`config.mk`:
```
export PLATFORM = sky130hd
export DESIGN_NAME = cbb_rr_arbiter
export DESIGN_NICKNAME = d
export VERILOG_FILES = /design/src/rtl/cbb_pkg.sv /design/src/rtl/cbb_barrel_shifter.sv /design/src/rtl/cbb_rr_arbiter.sv
export SDC_FILE = /design/constraint.sdc
export NUM_CORES = 1
export LEC_CHECK = 0
export BUFFER_PORTS_ARGS = -buffer_cell sky130_fd_sc_hd__buf_4
export CAP_MARGIN = 30
export CORE_MARGIN = 1.5
export CORE_UTILIZATION = 50
export DETAILED_ROUTE_END_ITERATION = 12
export PLACE_DENSITY = 0.72
export SLEW_MARGIN = 10
export SYNTH_ARGS = -nofsm -noshare
export SYNTH_HDL_FRONTEND = slang
export SYNTH_SLANG_ARGS = --single-unit
```
`constraint.sdc`:
```
create_clock -name clk -period 10.3 [get_ports clk]
set_input_delay 2.06 -clock clk [delete_from_list [all_inputs] [get_ports clk]]
set_output_delay 2.06 -clock clk [all_outputs]
set_load 0.005 [all_outputs]
```
`src/rtl/cbb_pkg.sv`:
```
// Shared CBB definitions: the arbiter state encoding and a constant-safe clog2 helper.
package cbb_pkg;

  typedef enum logic {
    ARB_IDLE  = 1'b0,
    ARB_GRANT = 1'b1
  } arb_state_t;

  function automatic int clog2(input int value);
    int r;
    r = 0;
    for (int i = 0; i < 31; i++) begin
      if ((1 << r) < value) r++;
    end
    return r;
  endfunction

endpackage

```
`src/rtl/cbb_barrel_shifter.sv`:
```
// Rotating barrel shifter; the caller keeps shift_amount below W.
module cbb_barrel_shifter #(
  parameter int   W         = 8,
  parameter int   SHIFT_W   = 3,
  parameter logic ROT_RIGHT = 1'b1
) (
  input  logic [W-1:0]       data,
  input  logic [SHIFT_W-1:0] shift_amount,
  output logic [W-1:0]       result
);

  // Doubling the word turns a rotate into a plain shift of the concatenation.
  always_comb begin
    if (ROT_RIGHT) begin
      result = W'({data, data} >> shift_amount);
    end else begin
      result = W'(({data, data} << shift_amount) >> W);
    end
  end

endmodule

```
`src/rtl/cbb_rr_arbiter.sv`:
```
// Round-robin arbiter: rotate req by the pointer, pick the lowest set bit,
// and present a registered one-hot grant held until the consumer accepts it.
module cbb_rr_arbiter
  import cbb_pkg::*;
#(
  parameter int N     = 8,
  parameter int IDX_W = clog2(N)
) (
  input  logic             clk,
  input  logic             rst_n,
  input  logic [N-1:0]     req,
  output logic             gnt_valid,
  output logic [N-1:0]     gnt,
  output logic [IDX_W-1:0] gnt_idx,
  input  logic             gnt_ready
);

  localparam logic [IDX_W-1:0] LAST_IDX = IDX_W'(N - 1);
  localparam logic [IDX_W:0]   N_EXT    = (IDX_W + 1)'(N);

  arb_state_t       state_q, state_d;
  logic [IDX_W-1:0] ptr_q, ptr_d;
  logic [IDX_W-1:0] idx_q, idx_d;
  logic [N-1:0]     gnt_q, gnt_d;

  logic [IDX_W-1:0] next_ptr;
  logic [IDX_W-1:0] arb_ptr;
  logic [N-1:0]     req_rot;
  logic [IDX_W-1:0] low_bit;
  logic [IDX_W:0]   idx_sum;
  logic [IDX_W-1:0] sel_idx;
  logic [N-1:0]     sel_gnt;
  logic             any_req;
  logic             accept;

  assign accept   = (state_q == ARB_GRANT) && gnt_ready;
  assign next_ptr = (idx_q == LAST_IDX) ? '0 : idx_q + 1'b1;
  // On accept the re-arbitration must already see the advanced pointer.
  assign arb_ptr  = accept ? next_ptr : ptr_q;
  assign any_req  = |req;

  cbb_barrel_shifter #(
    .W         (N),
    .SHIFT_W   (IDX_W),
    .ROT_RIGHT (1'b1)
  ) u_rot (
    .data         (req),
    .shift_amount (arb_ptr),
    .result       (req_rot)
  );

  always_comb begin
    low_bit = '0;
    for (int i = N - 1; i >= 0; i--) begin
      if (req_rot[i]) low_bit = IDX_W'(i);
    end
  end

  always_comb begin
    idx_sum = {1'b0, low_bit} + {1'b0, arb_ptr};
    if (idx_sum >= N_EXT) begin
      sel_idx = IDX_W'(idx_sum - N_EXT);
    end else begin
      sel_idx = IDX_W'(idx_sum);
    end
  end

  always_comb begin
    sel_gnt = '0;
    for (int i = 0; i < N; i++) begin
      sel_gnt[i] = (sel_idx == IDX_W'(i));
    end
  end

  always_comb begin
    state_d = state_q;
    ptr_d   = ptr_q;
    idx_d   = idx_q;
    gnt_d   = gnt_q;
    case (state_q)
      ARB_IDLE: begin
        if (any_req) begin
          gnt_d   = sel_gnt;
          idx_d   = sel_idx;
          state_d = ARB_GRANT;
        end
      end
      ARB_GRANT: begin
        if (gnt_ready) begin
          ptr_d = next_ptr;
          if (any_req) begin
            gnt_d = sel_gnt;
            idx_d = sel_idx;
          end else begin
            gnt_d   = '0;
            idx_d   = '0;
            state_d = ARB_IDLE;
          end
        end
      end
      default: begin
        gnt_d   = '0;
        idx_d   = '0;
        state_d = ARB_IDLE;
      end
    endcase
  end

  always_ff @(posedge clk or negedge rst_n) begin
    if (!rst_n) begin
      state_q <= ARB_IDLE;
      ptr_q   <= '0;
      idx_q   <= '0;
      gnt_q   <= '0;
    end else begin
      state_q <= state_d;
      ptr_q   <= ptr_d;
      idx_q   <= idx_d;
      gnt_q   <= gnt_d;
    end
  end

  assign gnt_valid = (state_q == ARB_GRANT);
  assign gnt       = gnt_q;
  assign gnt_idx   = idx_q;

endmodule
```
==> metrics.yaml, run 1 <==
seq_power_share: 0.148
antenna_found_initial: 0
place.gp.congestion: 0.8595
period_minus_slack_ps: 5884
synthToLayoutAreaGrowth_pct: 11.42
dpl-instance-area_mm2: 0.001573
run_status: "complete, no violations"
clock-sinks: 15
pre_cts_slack_ps: 4166
transition_at_the_pin_with_the_smallest_max_transition_slack_ps: 950.2
finish.cell_count_without_fillers: 213
worst_r2r_startpoint: "gnt_idx[0]$_DFFE_PN0P_"
power.share.combinational: 0.794
grt_max_degree: 16
htree_num_levels: 1
cts_buffers: 3
holdWs_ps: 500.9
critical-path-top-cell-by-count: "sky130_fd_sc_hd__nand4_1"
placeableCoreArea_mm2: 0.002734
worstSetupPathDepth: 15
setup-tns-final_ps: 0
grt_pass1_vias: 1227
final-hold-violation-count: 0
critical_path.startpoint: "gnt_ready"
port-buffer-count: 22
yosys_register_bits: 15
unrepaired_setup_endpoints_after_global_routing: "no"
path_clk_slew_ps: 90
via_per_inst: 6.272
place_inst: 209
rrSetupSlack_ps: 5740
critical_path.max_fanout: 12
synth_common_cells: "sky130_fd_sc_hd__nand2_1 (23), sky130_fd_sc_hd__dfrtp_1 (15), sky130_fd_sc_hd__nor2_1 (10)"
switching_power_uw: 322.6
layout-drive-gt1-share: 0.2692
netlist_area_mm2: 0.001435
cts_hold_buf: 0
floorplan.rows: 19
cap_violations: 0
yosysTopAreaCellShare: 0.2616
cts_buffer_depth: 2
power.share.switching: 0.5426
crit_path_cell_trace: "buf_4, nand2_2, mux2i_1, inv_2, nand4_1, nand4_1, a221o_1, a211oi_1, nor2_1, ha_1, fa_1, xnor2_1, and2_1, o2111ai_1, o211ai_2"
timing.hold.worst.class: "flip-flop to flip-flop"
grt-ovfl-total: 0
drt.antenna.violating_nets: 0
critical_path_buf_inv_count: 2
critPathRequiredTime_ps: 10510
design.final.nets: 198
io_pins: 23
grt_first_pass_wirelength_um: 5513
relSlewSlack: 0.3484
p_per_area_mw_per_mm2: 371.9
dr.pass1.iters: 4
hpwl_um: 2508
yosysWarningCount: 0
timing.final.crit_share: 0.5712
clk-insertion-delay-late_ps: 280
timing.final.setup_violations: 0
met3_length_um: 98
crit_end: "gnt_idx[2]$_DFFE_PN0P_"
met2WireLength_um: 1589
chipWidth_um: 56.58
asyncSetResetFlopFracSynth: 1.000
edff_count_synth: 0
yosysMostFrequentCell: "sky130_fd_sc_hd__nand2_1"
top_signal_layer_used: "met4"
globalRouteTotalUtil: 0.2143
die_area_mm2: 0.003201
final.fill_count: 241
cts_tree: "yes"
ys_top_cells_by_area: "sky130_fd_sc_hd__dfrtp_1 (26%), sky130_fd_sc_hd__o211ai_2 (7.8%), sky130_fd_sc_hd__nand2_1 (6.0%)"
wl_per_cell_um: 15.72
max-vdd-ir-drop_mv: 0.2698
reg2reg_to: "gnt_idx[2]$_DFFE_PN0P_"
fin_total_pwr_uw: 594.6
syn_area_per_cell_um2: 8.645
ys_dominant_reg_cell: "sky130_fd_sc_hd__dfrtp_1"
wl_um: 3348
clock_skew_ps: 5.312
leakagePower_nw: 0.7350
nature_of_the_critical_path_endpoint: "flip-flop"
cts-root-buf: "sky130_fd_sc_hd__clkbuf_4"
power.clock.fraction: 0.058
fp.dieH_um: 56.58
slew_limit_fails: 0
fin_area_mm2: 0.001599
cell_internal_pwr_uw: 272.0
critPathTopFamily: "compound AO/OA/AOI/OAI gates"
violation_count_after_the_first_detailed_route_iteration: 65
post_cts_resized: 0
worst-setup-path-type: "input pin to flip-flop"
seq_total_area_yosys: 0.2616
floorplan.initialDensity: 0.5249
setup_ws_ps: 4416
synth_largest_area_cell: "sky130_fd_sc_hd__dfrtp_1"
largest_incremental_delay_on_the_critical_path_ps: 810
cts_post_setup_buffers_inserted: 0
crit_slowest_cell: "sky130_fd_sc_hd__mux2i_1"
synth_cell_types: 47
worst_ep_arrival_time_ps: 6100
dr_total_vias: 1336
num_antenna_cells: 0
wl_met1_um: 1613
synthesis.instances: 166
fin_util: 0.5849
fmaxAchievable_mhz: 170.0
synthesized_netlist_net_count: 181
detail_route.drc_violations: 0
crit_path_start_kind: "input pin"
timing.reg2reg.worst_path_depth: 16
## final cells by class
cell class                      instances  area, µm²  share of cell area
Clock buffer                            4      26.28             0.01643
Inverter                                5      18.77             0.01174
Multi-Input combinational cell        134      964.7              0.6033
Sequential cell                        15      375.4              0.2347
Tap cell                               31      38.79             0.02426
Timing Repair Buffer                   24      175.2              0.1095
## metal layers
layer  track usage  up-vias
met5             0        -
met4       0.07823        0
met3       0.02304        6
met2        0.3488       37
met1        0.2923      630
li1              -      663
## registers in the layout, indices dropped and copies added (netlist names)
name / cells
gnt: 8
gnt_idx: 3
ptr_q: 3
gnt_valid: 1
## worst min-delay path, delay by kind of cell (launching register included)
| family | cells | cell delay (ps) |
|---|---|---|
| flip-flops | 1 | 360 |
| AO/OA/AOI/OAI | 1 | 50 |
| AND/OR/NAND/NOR | 1 | 60 |
## how the worst min path moves through the flow
stage                               endpoint               start  cells past startpoint  slack (ps)
after CTS                 gnt[7]$_DFFE_PN0P_  gnt[7]$_DFFE_PN0P_                      2         500
after global routing      gnt[7]$_DFFE_PN0P_  gnt[7]$_DFFE_PN0P_                      2         540
after floorplan           gnt[0]$_DFFE_PN0P_  gnt[0]$_DFFE_PN0P_                      2         480
after detailed placement  gnt[7]$_DFFE_PN0P_  gnt[7]$_DFFE_PN0P_                      2         480
after global placement    gnt[7]$_DFFE_PN0P_  gnt[7]$_DFFE_PN0P_                      2         470
final                     gnt[7]$_DFFE_PN0P_  gnt[7]$_DFFE_PN0P_                      2         500
## cell families (layout without fill, tap and decap cells)
group,after synthesis,in the layout,synth area share
xor gates and xnor gates,2,2,0.01221
adders and majority gates,4,4,0.04011
DFF,15,15,0.2616
muxes,7,7,0.04970
and+or+nand+nor,71,71,0.2633
AOI/OAI and AO/OA,50,50,0.3069
buffers and inverters,17,33,0.06626
## cell usage in the layout (no fill, tap or decap), types with 3 or more instances in the layout
cell	netlist	layout
sky130_fd_sc_hd__nand2_1	23	23
sky130_fd_sc_hd__mux2i_1	6	6
sky130_fd_sc_hd__a21boi_1	3	3
sky130_fd_sc_hd__a21oi_1	5	5
sky130_fd_sc_hd__nand4_1	5	5
sky130_fd_sc_hd__o21ai_0	5	5
sky130_fd_sc_hd__o211ai_2	9	9
sky130_fd_sc_hd__nor2_1	10	10
sky130_fd_sc_hd__o2111ai_1	9	9
sky130_fd_sc_hd__dfrtp_1	15	15
sky130_fd_sc_hd__a211oi_1	6	6
sky130_fd_sc_hd__nor3_1	5	5
sky130_fd_sc_hd__buf_4	3	22
sky130_fd_sc_hd__inv_1	3	3
sky130_fd_sc_hd__ha_1	3	3
sky130_fd_sc_hd__and3_1	4	4
sky130_fd_sc_hd__clkbuf_4	0	3
sky130_fd_sc_hd__nand3_1	6	6
## power by group through the flow
stage / clock network [mW] / registers (mW) / logic (mW)
floorplan: 0 / 0.0883 / 0.381
global placement: 0 / 0.0880 / 0.444
detailed placement: 0 / 0.0894 / 0.465
CTS: 0.0351 / 0.0882 / 0.465
global route: 0.0376 / 0.0898 / 0.521
finish: 0.0346 / 0.0880 / 0.472
Power figures use the tool's default switching activity.
==> inputs of run 2 (changes only) <==
==> constraint.sdc (replaced) <==
create_clock -name clk -period 5.9 [get_ports clk]
set_input_delay 1.18 -clock clk [delete_from_list [all_inputs] [get_ports clk]]
set_output_delay 1.18 -clock clk [all_outputs]
set_load 0.005 [all_outputs]
==> metrics.yaml, run 2 (synthesized netlist as in run 1, its figures left out) <==
run_status: "complete, no violations"
drt.antenna.violating_nets: 0  # unchanged
detail_route.drc_violations: 0  # unchanged
fin_util: 0.5895  # +0.004577
timing.final.setup_violations: 0  # unchanged
cts_buffers: 3  # unchanged
setup_ws_ps: 1277  # -3139 ps
layout-drive-gt1-share: 0.2732  # +0.003993
placeableCoreArea_mm2: 0.002734  # unchanged
clock-sinks: 15  # unchanged
violation_count_after_the_first_detailed_route_iteration: 59  # -9.2%
timing.final.crit_share: 0.7835
crit_path_start_kind: "input pin"
period_minus_slack_ps: 4623
io_pins: 23  # unchanged
final-hold-violation-count: 0  # unchanged
fmaxAchievable_mhz: 216.3
crit_path_cell_trace: "buf_4, and3_4, a21oi_4, inv_2, a2111oi_0, nor4_1, a221o_1, a211oi_1, nor2_1, ha_1, fa_1, xnor2_1, and2_1, o2111ai_1, o211ai_2"
floorplan.initialDensity: 0.5249  # unchanged
max-vdd-ir-drop_mv: 0.4777  # +77%
cts_hold_buf: 0  # unchanged
setup-tns-final_ps: 0  # unchanged
cts-root-buf: "sky130_fd_sc_hd__clkbuf_4"
final.fill_count: 251  # +4.1%
hpwl_um: 2540  # +1.3%
layout.cells.most_common_list: "sky130_fd_sc_hd__buf_4 (25), sky130_fd_sc_hd__nand2_1 (23), sky130_fd_sc_hd__dfrtp_1 (15)"
port-buffer-count: 22  # unchanged
p_per_area_mw_per_mm2: 650.5  # +75%
antenna_found_initial: 0  # unchanged
place.gp.congestion: 0.8620  # +0.29%
clock_skew_ps: 8.827  # +3.514 ps
path_clk_slew_ps: 100  # about the same
crit_slowest_cell: "sky130_fd_sc_hd__xnor2_1"
unrepaired_setup_endpoints_after_global_routing: "no"
cap_violations: 0  # unchanged
register_area_um2: 375.4  # unchanged
cts_tree: "yes"
critical_path.max_fanout: 12  # unchanged
num_antenna_cells: 0  # unchanged
cts_buffer_depth: 2  # unchanged
worst_ep_arrival_time_ps: 4830  # -1270 ps
wl_um: 3376  # +0.84%
timing.hold.worst.class: "flip-flop to flip-flop"
dr.pass1.iters: 4  # unchanged
grt-ovfl-total: 0  # unchanged
grt_max_degree: 16  # unchanged
fp.dieH_um: 56.58  # unchanged
clk-insertion-delay-late_ps: 290  # about the same
wl_per_cell_um: 15.78  # +0.37%
synthToLayoutAreaGrowth_pct: 12.29
globalRouteTotalUtil: 0.2274  # +0.01315
relSlewSlack: 0.4655  # +0.1170
post_cts_resized: 0  # unchanged
area_of_combinational_cells_with_multiple_inputs_um2: 964.7  # unchanged
via_per_inst: 6.411  # +2.2%
grt_pass1_vias: 1267  # +3.3%
chipWidth_um: 56.58  # unchanged
transition_at_the_pin_with_the_smallest_max_transition_slack_ps: 801.8  # -148.4 ps
largest_incremental_delay_on_the_critical_path_ps: 610  # -200 ps
htree_num_levels: 1  # unchanged
nature_of_the_critical_path_endpoint: "flip-flop"
floorplan.rows: 19  # unchanged
largest_register_ff_count: 8  # unchanged
grt_first_pass_wirelength_um: 5892  # +6.9%
design.final.nets: 199  # +0.51%
critPathRequiredTime_ps: 6110  # -4400 ps
leakagePower_nw: 0.7408  # +0.80%
cts_post_setup_buffers_inserted: 0  # unchanged
pre_cts_slack_ps: 993.4  # -3172 ps
slew_limit_fails: 0  # unchanged
final_common_cell: "sky130_fd_sc_hd__buf_4"
die_area_mm2: 0.003201  # unchanged
worst-setup-path-type: "input pin to flip-flop"
dr_total_vias: 1372  # +2.7%
[run 2: path summary, 6_finish.rpt]
kind	slack [ps]	startpoint	depth (start not counted)	end
setup / recovery	1280	gnt_ready	15	gnt_idx[2]$_DFFE_PN0P_
hold reg to reg	500	gnt[1]$_DFFE_PN0P_	2	gnt[1]$_DFFE_PN0P_
max in group asynchronous	4990	rst_n	1	ptr_q[2]$_DFFE_PN0N_
setup reg to reg	1400	gnt_idx[0]$_DFFE_PN0P_	16	gnt_idx[2]$_DFFE_PN0P_
min in group asynchronous	730	rst_n	1	gnt[6]$_DFFE_PN0P_
hold / removal	500	gnt[1]$_DFFE_PN0P_	2	gnt[1]$_DFFE_PN0P_
[run 2: final cells by class]
cell class                 count  area share
inverter                       5     0.01165
multi-input combinational    134      0.5986
sequential                    15      0.2329
tap                           31     0.02407
clock buffer                   4     0.01630
timing repair buffer          25      0.1165
[run 2: layer usage]
metal	share of wire	up-vias	GRT usage	routed length (µm)
li1	-	664	-	-
met1	0.45	669	0.3055	1507
met2	0.51	35	0.3937	1737
met3	0.031	4	0.01613	103
met4	0.0083	0	0.05782	28
met5	0	-	0	0
[run 2: through the flow]
step                power, mW  instance area [µm²]  hold slack, ps  cells
floorplan              0.8190                 1435           482.5    166
detailed placement     0.9787                 1585           476.3    210
global placement       0.9577                 1585           473.5    210
CTS                     1.044                 1612           501.3    214
global route            1.154                 1612           527.6    214
finish                  1.048                 1612           500.8    214
[run 2: critical path: cells and delay by family]
| family | cells | cell delay (ps) |
|---|---|---|
| AOI/OAI and AO/OA | 6 | 1460 |
| and+or+nand+nor | 4 | 620 |
| xor gates and xnor gates | 1 | 610 |
| buffers and inverters | 2 | 340 |
| adders and majority gates | 2 | 600 |
[run 2: where the power goes]
part / total (mW) / internal, mW / switching [mW]
Sequential: 0.154 / 0.136 / 0.0182
Clock: 0.0618 / 0.0262 / 0.0356
Combinational: 0.833 / 0.324 / 0.509
==> inputs of run 3 (changes only) <==
--- a/config.mk
+++ b/config.mk
@@ -5,12 +5,13 @@
 export SDC_FILE = /design/constraint.sdc
 export NUM_CORES = 1
 export LEC_CHECK = 0
+export ABC_AREA = 1
 export BUFFER_PORTS_ARGS = -buffer_cell sky130_fd_sc_hd__buf_4
 export CAP_MARGIN = 30
 export CORE_MARGIN = 1.5
 export CORE_UTILIZATION = 50
 export DETAILED_ROUTE_END_ITERATION = 12
-export PLACE_DENSITY = 0.72
+export PLACE_DENSITY = 0.76
 export SLEW_MARGIN = 10
 export SYNTH_ARGS = -nofsm -noshare
 export SYNTH_HDL_FRONTEND = slang
==> constraint.sdc (replaced) <==
create_clock -name clk -period 3.75 [get_ports clk]
set_input_delay 0.75 -clock clk [delete_from_list [all_inputs] [get_ports clk]]
set_output_delay 0.75 -clock clk [all_outputs]
set_load 0.005 [all_outputs]
==> metrics.yaml, run 3 <==
placeableCoreArea_mm2: 0.002455  # -10%
leakagePower_nw: 0.8661  # +17%
cts_tree: "yes"
yosysWarningCount: 0  # unchanged
yosys_register_bits: 15  # unchanged
clock_skew_ps: 3.684  # -5.142 ps
worst-setup-path-type: "flip-flop to flip-flop"
slew_limit_fails: 0  # unchanged
critPathRequiredTime_ps: 3920  # -2190 ps
antenna_found_initial: 0  # unchanged
fmaxAchievable_mhz: 292.4
dr.pass1.iters: 5  # +1
run_status: "complete, no violations"
grt_max_degree: 16  # unchanged
p_per_area_mw_per_mm2: 860.3  # +32%
synthesis.instances: 195  # +17%
synthToLayoutAreaGrowth_pct: 19.40
layout-drive-gt1-share: 0.2342  # -0.03899
globalRouteTotalUtil: 0.2268  # -0.0005574
critical_path.startpoint: "gnt_idx[0]$_DFFE_PN0P_"
port-buffer-count: 22  # unchanged
cts-root-buf: "sky130_fd_sc_hd__clkbuf_4"
worst_ep_arrival_time_ps: 3590  # -1240 ps
transition_at_the_pin_with_the_smallest_max_transition_slack_ps: 631.9  # -169.8 ps
relSlewSlack: 0.5772  # +0.1117
drt.antenna.violating_nets: 0  # unchanged
rrSetupSlack_ps: 330  # -1070 ps
yosysMostFrequentCell: "sky130_fd_sc_hd__nand2_1"
floorplan.rows: 18  # -1
final.fill_count: 226  # -10%
crit_path_start_kind: "flip-flop"
ys_top_cells_by_area: "sky130_fd_sc_hd__dfrtp_1 (29%), sky130_fd_sc_hd__nand2_1 (21%), sky130_fd_sc_hd__nand3_1 (17%)"
asyncSetResetFlopFracSynth: 1.000  # unchanged
cts_buffers: 3  # unchanged
die_area_mm2: 0.002880  # -10%
netlist_area_mm2: 0.001284  # -11%
wl_per_cell_um: 11.94  # -24%
htree_num_levels: 1  # unchanged
synth_largest_area_cell: "sky130_fd_sc_hd__dfrtp_1"
clock-sinks: 15  # unchanged
layout.cells.most_common_list: "sky130_fd_sc_hd__nand2_1 (72), sky130_fd_sc_hd__nand3_1 (44), sky130_fd_sc_hd__buf_4 (28)"
register_area_um2: 375.4  # unchanged
num_antenna_cells: 0  # unchanged
grt_first_pass_wirelength_um: 4871  # -17%
worst_r2r_startpoint: "gnt_idx[0]$_DFFE_PN0P_"
grt_pass1_vias: 1194  # -5.8%
wl_um: 3009  # -11%
period_minus_slack_ps: 3420
path_clk_slew_ps: 90  # about the same
clk-insertion-delay-late_ps: 280  # about the same
violation_count_after_the_first_detailed_route_iteration: 47  # -20%
syn_area_per_cell_um2: 6.583  # -24%
hpwl_um: 2339  # -7.9%
timing.hold.worst.class: "input pin to async pin"
final-hold-violation-count: 0  # unchanged
synthesized_netlist_net_count: 210  # +16%
cts_buffer_depth: 2  # unchanged
timing.final.setup_violations: 0  # unchanged
dr_total_vias: 1330  # -3.1%
critical_path.max_fanout: 12  # unchanged
final_common_cell: "sky130_fd_sc_hd__nand2_1"
io_pins: 23  # unchanged
largest_register_ff_count: 8  # unchanged
synth_common_cells: "sky130_fd_sc_hd__nand2_1 (72), sky130_fd_sc_hd__nand3_1 (44), sky130_fd_sc_hd__inv_1 (19)"
cap_violations: 0  # unchanged
unrepaired_setup_endpoints_after_global_routing: "no"
synth_cell_types: 29  # -38%
seq_total_area_yosys: 0.2924  # +0.03085
edff_count_synth: 0  # unchanged
design.final.nets: 238  # +20%
detail_route.drc_violations: 0  # unchanged
fp.dieH_um: 53.67  # -5.1%
timing.final.crit_share: 0.9119
area_of_combinational_cells_with_multiple_inputs_um2: 795.8  # -18%
via_per_inst: 5.278  # -18%
place.gp.congestion: 0.9055  # +5.0%
grt-ovfl-total: 0  # unchanged
ys_dominant_reg_cell: "sky130_fd_sc_hd__dfrtp_1"
setup-tns-final_ps: 0  # unchanged
holdWs_ps: 304.9  # -195.9 ps
chipWidth_um: 53.67  # -5.1%
yosysTopAreaCellShare: 0.2924  # +0.03085
nature_of_the_critical_path_endpoint: "flip-flop"
max-vdd-ir-drop_mv: 0.5564  # +16%
floorplan.initialDensity: 0.5229  # -0.002007
fin_util: 0.6244  # +0.03489
## run 3: cell types whose count changed after synthesis, sizes merged, moves of 4 or more
cell	delta
nand2	+59
nand3	+39
inv	+17
o2111ai	-9
o211ai	-9
a211oi	-8
and3	-6
mux2i	-6
a21oi	-5
buf	-5
nand4	-4
## run 3: timing repair
item,in CTS,in global routing
endpoints found under the setup margin,0,9
gates resized for setup,0,2
hold buffers,0,0
endpoints found under the hold margin,0,0
buffers inserted,0,4
## run 3: layer usage
layer  routed length (µm)  vias to the layer above  global-route usage  share of wire
li1                     -                      680                   -              -
met1                 1302                      615              0.2745           0.43
met2                 1580                       35              0.4309           0.53
met3                  127                        0             0.02500          0.042
met4                    0                        0             0.03846              0
met5                    0                        -                   0              0
## run 3: path summary, 6_finish.rpt
kind                                     endpoint  depth (start not counted)
setup / recovery           gnt_idx[2]$_DFFE_PN0P_                         24
hold / removal             gnt_idx[0]$_DFFE_PN0P_                          1
setup reg to reg           gnt_idx[2]$_DFFE_PN0P_                         24
hold reg to reg                gnt[0]$_DFFE_PN0P_                          2
max in group asynchronous    ptr_q[2]$_DFFE_PN0N_                          1
min in group clk               gnt[0]$_DFFE_PN0P_                          2
## run 3: final cells by class
class / instances / area share
multi-input cells: 153 / 0.5192
flip-flops and latches: 15 / 0.2449
repair buffers: 28 / 0.1371
inverters: 22 / 0.05714
well taps: 30 / 0.02449
clock buffers: 4 / 0.01714
## run 3: per-stage QoR
stage	total power, mW	setup slack [ps]	std cells	instance area, µm²
2_1_floorplan	0.9831	645.2	195	1284
3_5_place_dp	1.179	143.9	244	1464
6_report	1.319	330.3	252	1533
3_3_place_gp	1.159	211.9	244	1464
4_1_cts	1.278	164.6	248	1490
5_1_grt	1.447	24.45	252	1533
## run 3: cells by family after synthesis
logic type      share of synthesized area
simple gates                       0.5166
fa+ha+maj                         0.04484
xor+xnor                         0.006824
flops                              0.2924
buf+inv                           0.09746
compound gates                    0.04191
## run 3: critical path: stages (launching register included)
cell and delay, ps:
sky130_fd_sc_hd__dfrtp_1 440, sky130_fd_sc_hd__ha_1 220, sky130_fd_sc_hd__ha_1 190, sky130_fd_sc_hd__nor2_1 140, sky130_fd_sc_hd__nand2_2 180, sky130_fd_sc_hd__nand2_4 170
sky130_fd_sc_hd__nand2_1 80, sky130_fd_sc_hd__nand3_1 90, sky130_fd_sc_hd__nand2_1 60, sky130_fd_sc_hd__nand2_1 50, sky130_fd_sc_hd__nand2_1 100, sky130_fd_sc_hd__nand2_1 70
sky130_fd_sc_hd__nand2_1 40, sky130_fd_sc_hd__nand2_1 50, sky130_fd_sc_hd__nand2_1 40, sky130_fd_sc_hd__nand2_1 70, sky130_fd_sc_hd__a21boi_1 60, sky130_fd_sc_hd__ha_1 190
sky130_fd_sc_hd__fa_1 410, sky130_fd_sc_hd__xnor2_2 240, sky130_fd_sc_hd__inv_1 110, sky130_fd_sc_hd__nand3_4 120, sky130_fd_sc_hd__nand2_4 70, sky130_fd_sc_hd__nand2_1 60
sky130_fd_sc_hd__nand2_1 50
## run 3: where the power goes
part	leakage, nW	switching (mW)	total [mW]	internal, mW
Clock	0.0150	0.0491	0.0903	0.0412
Combinational	0.661	0.620	0.992	0.372
Sequential	0.190	0.0264	0.236	0.210
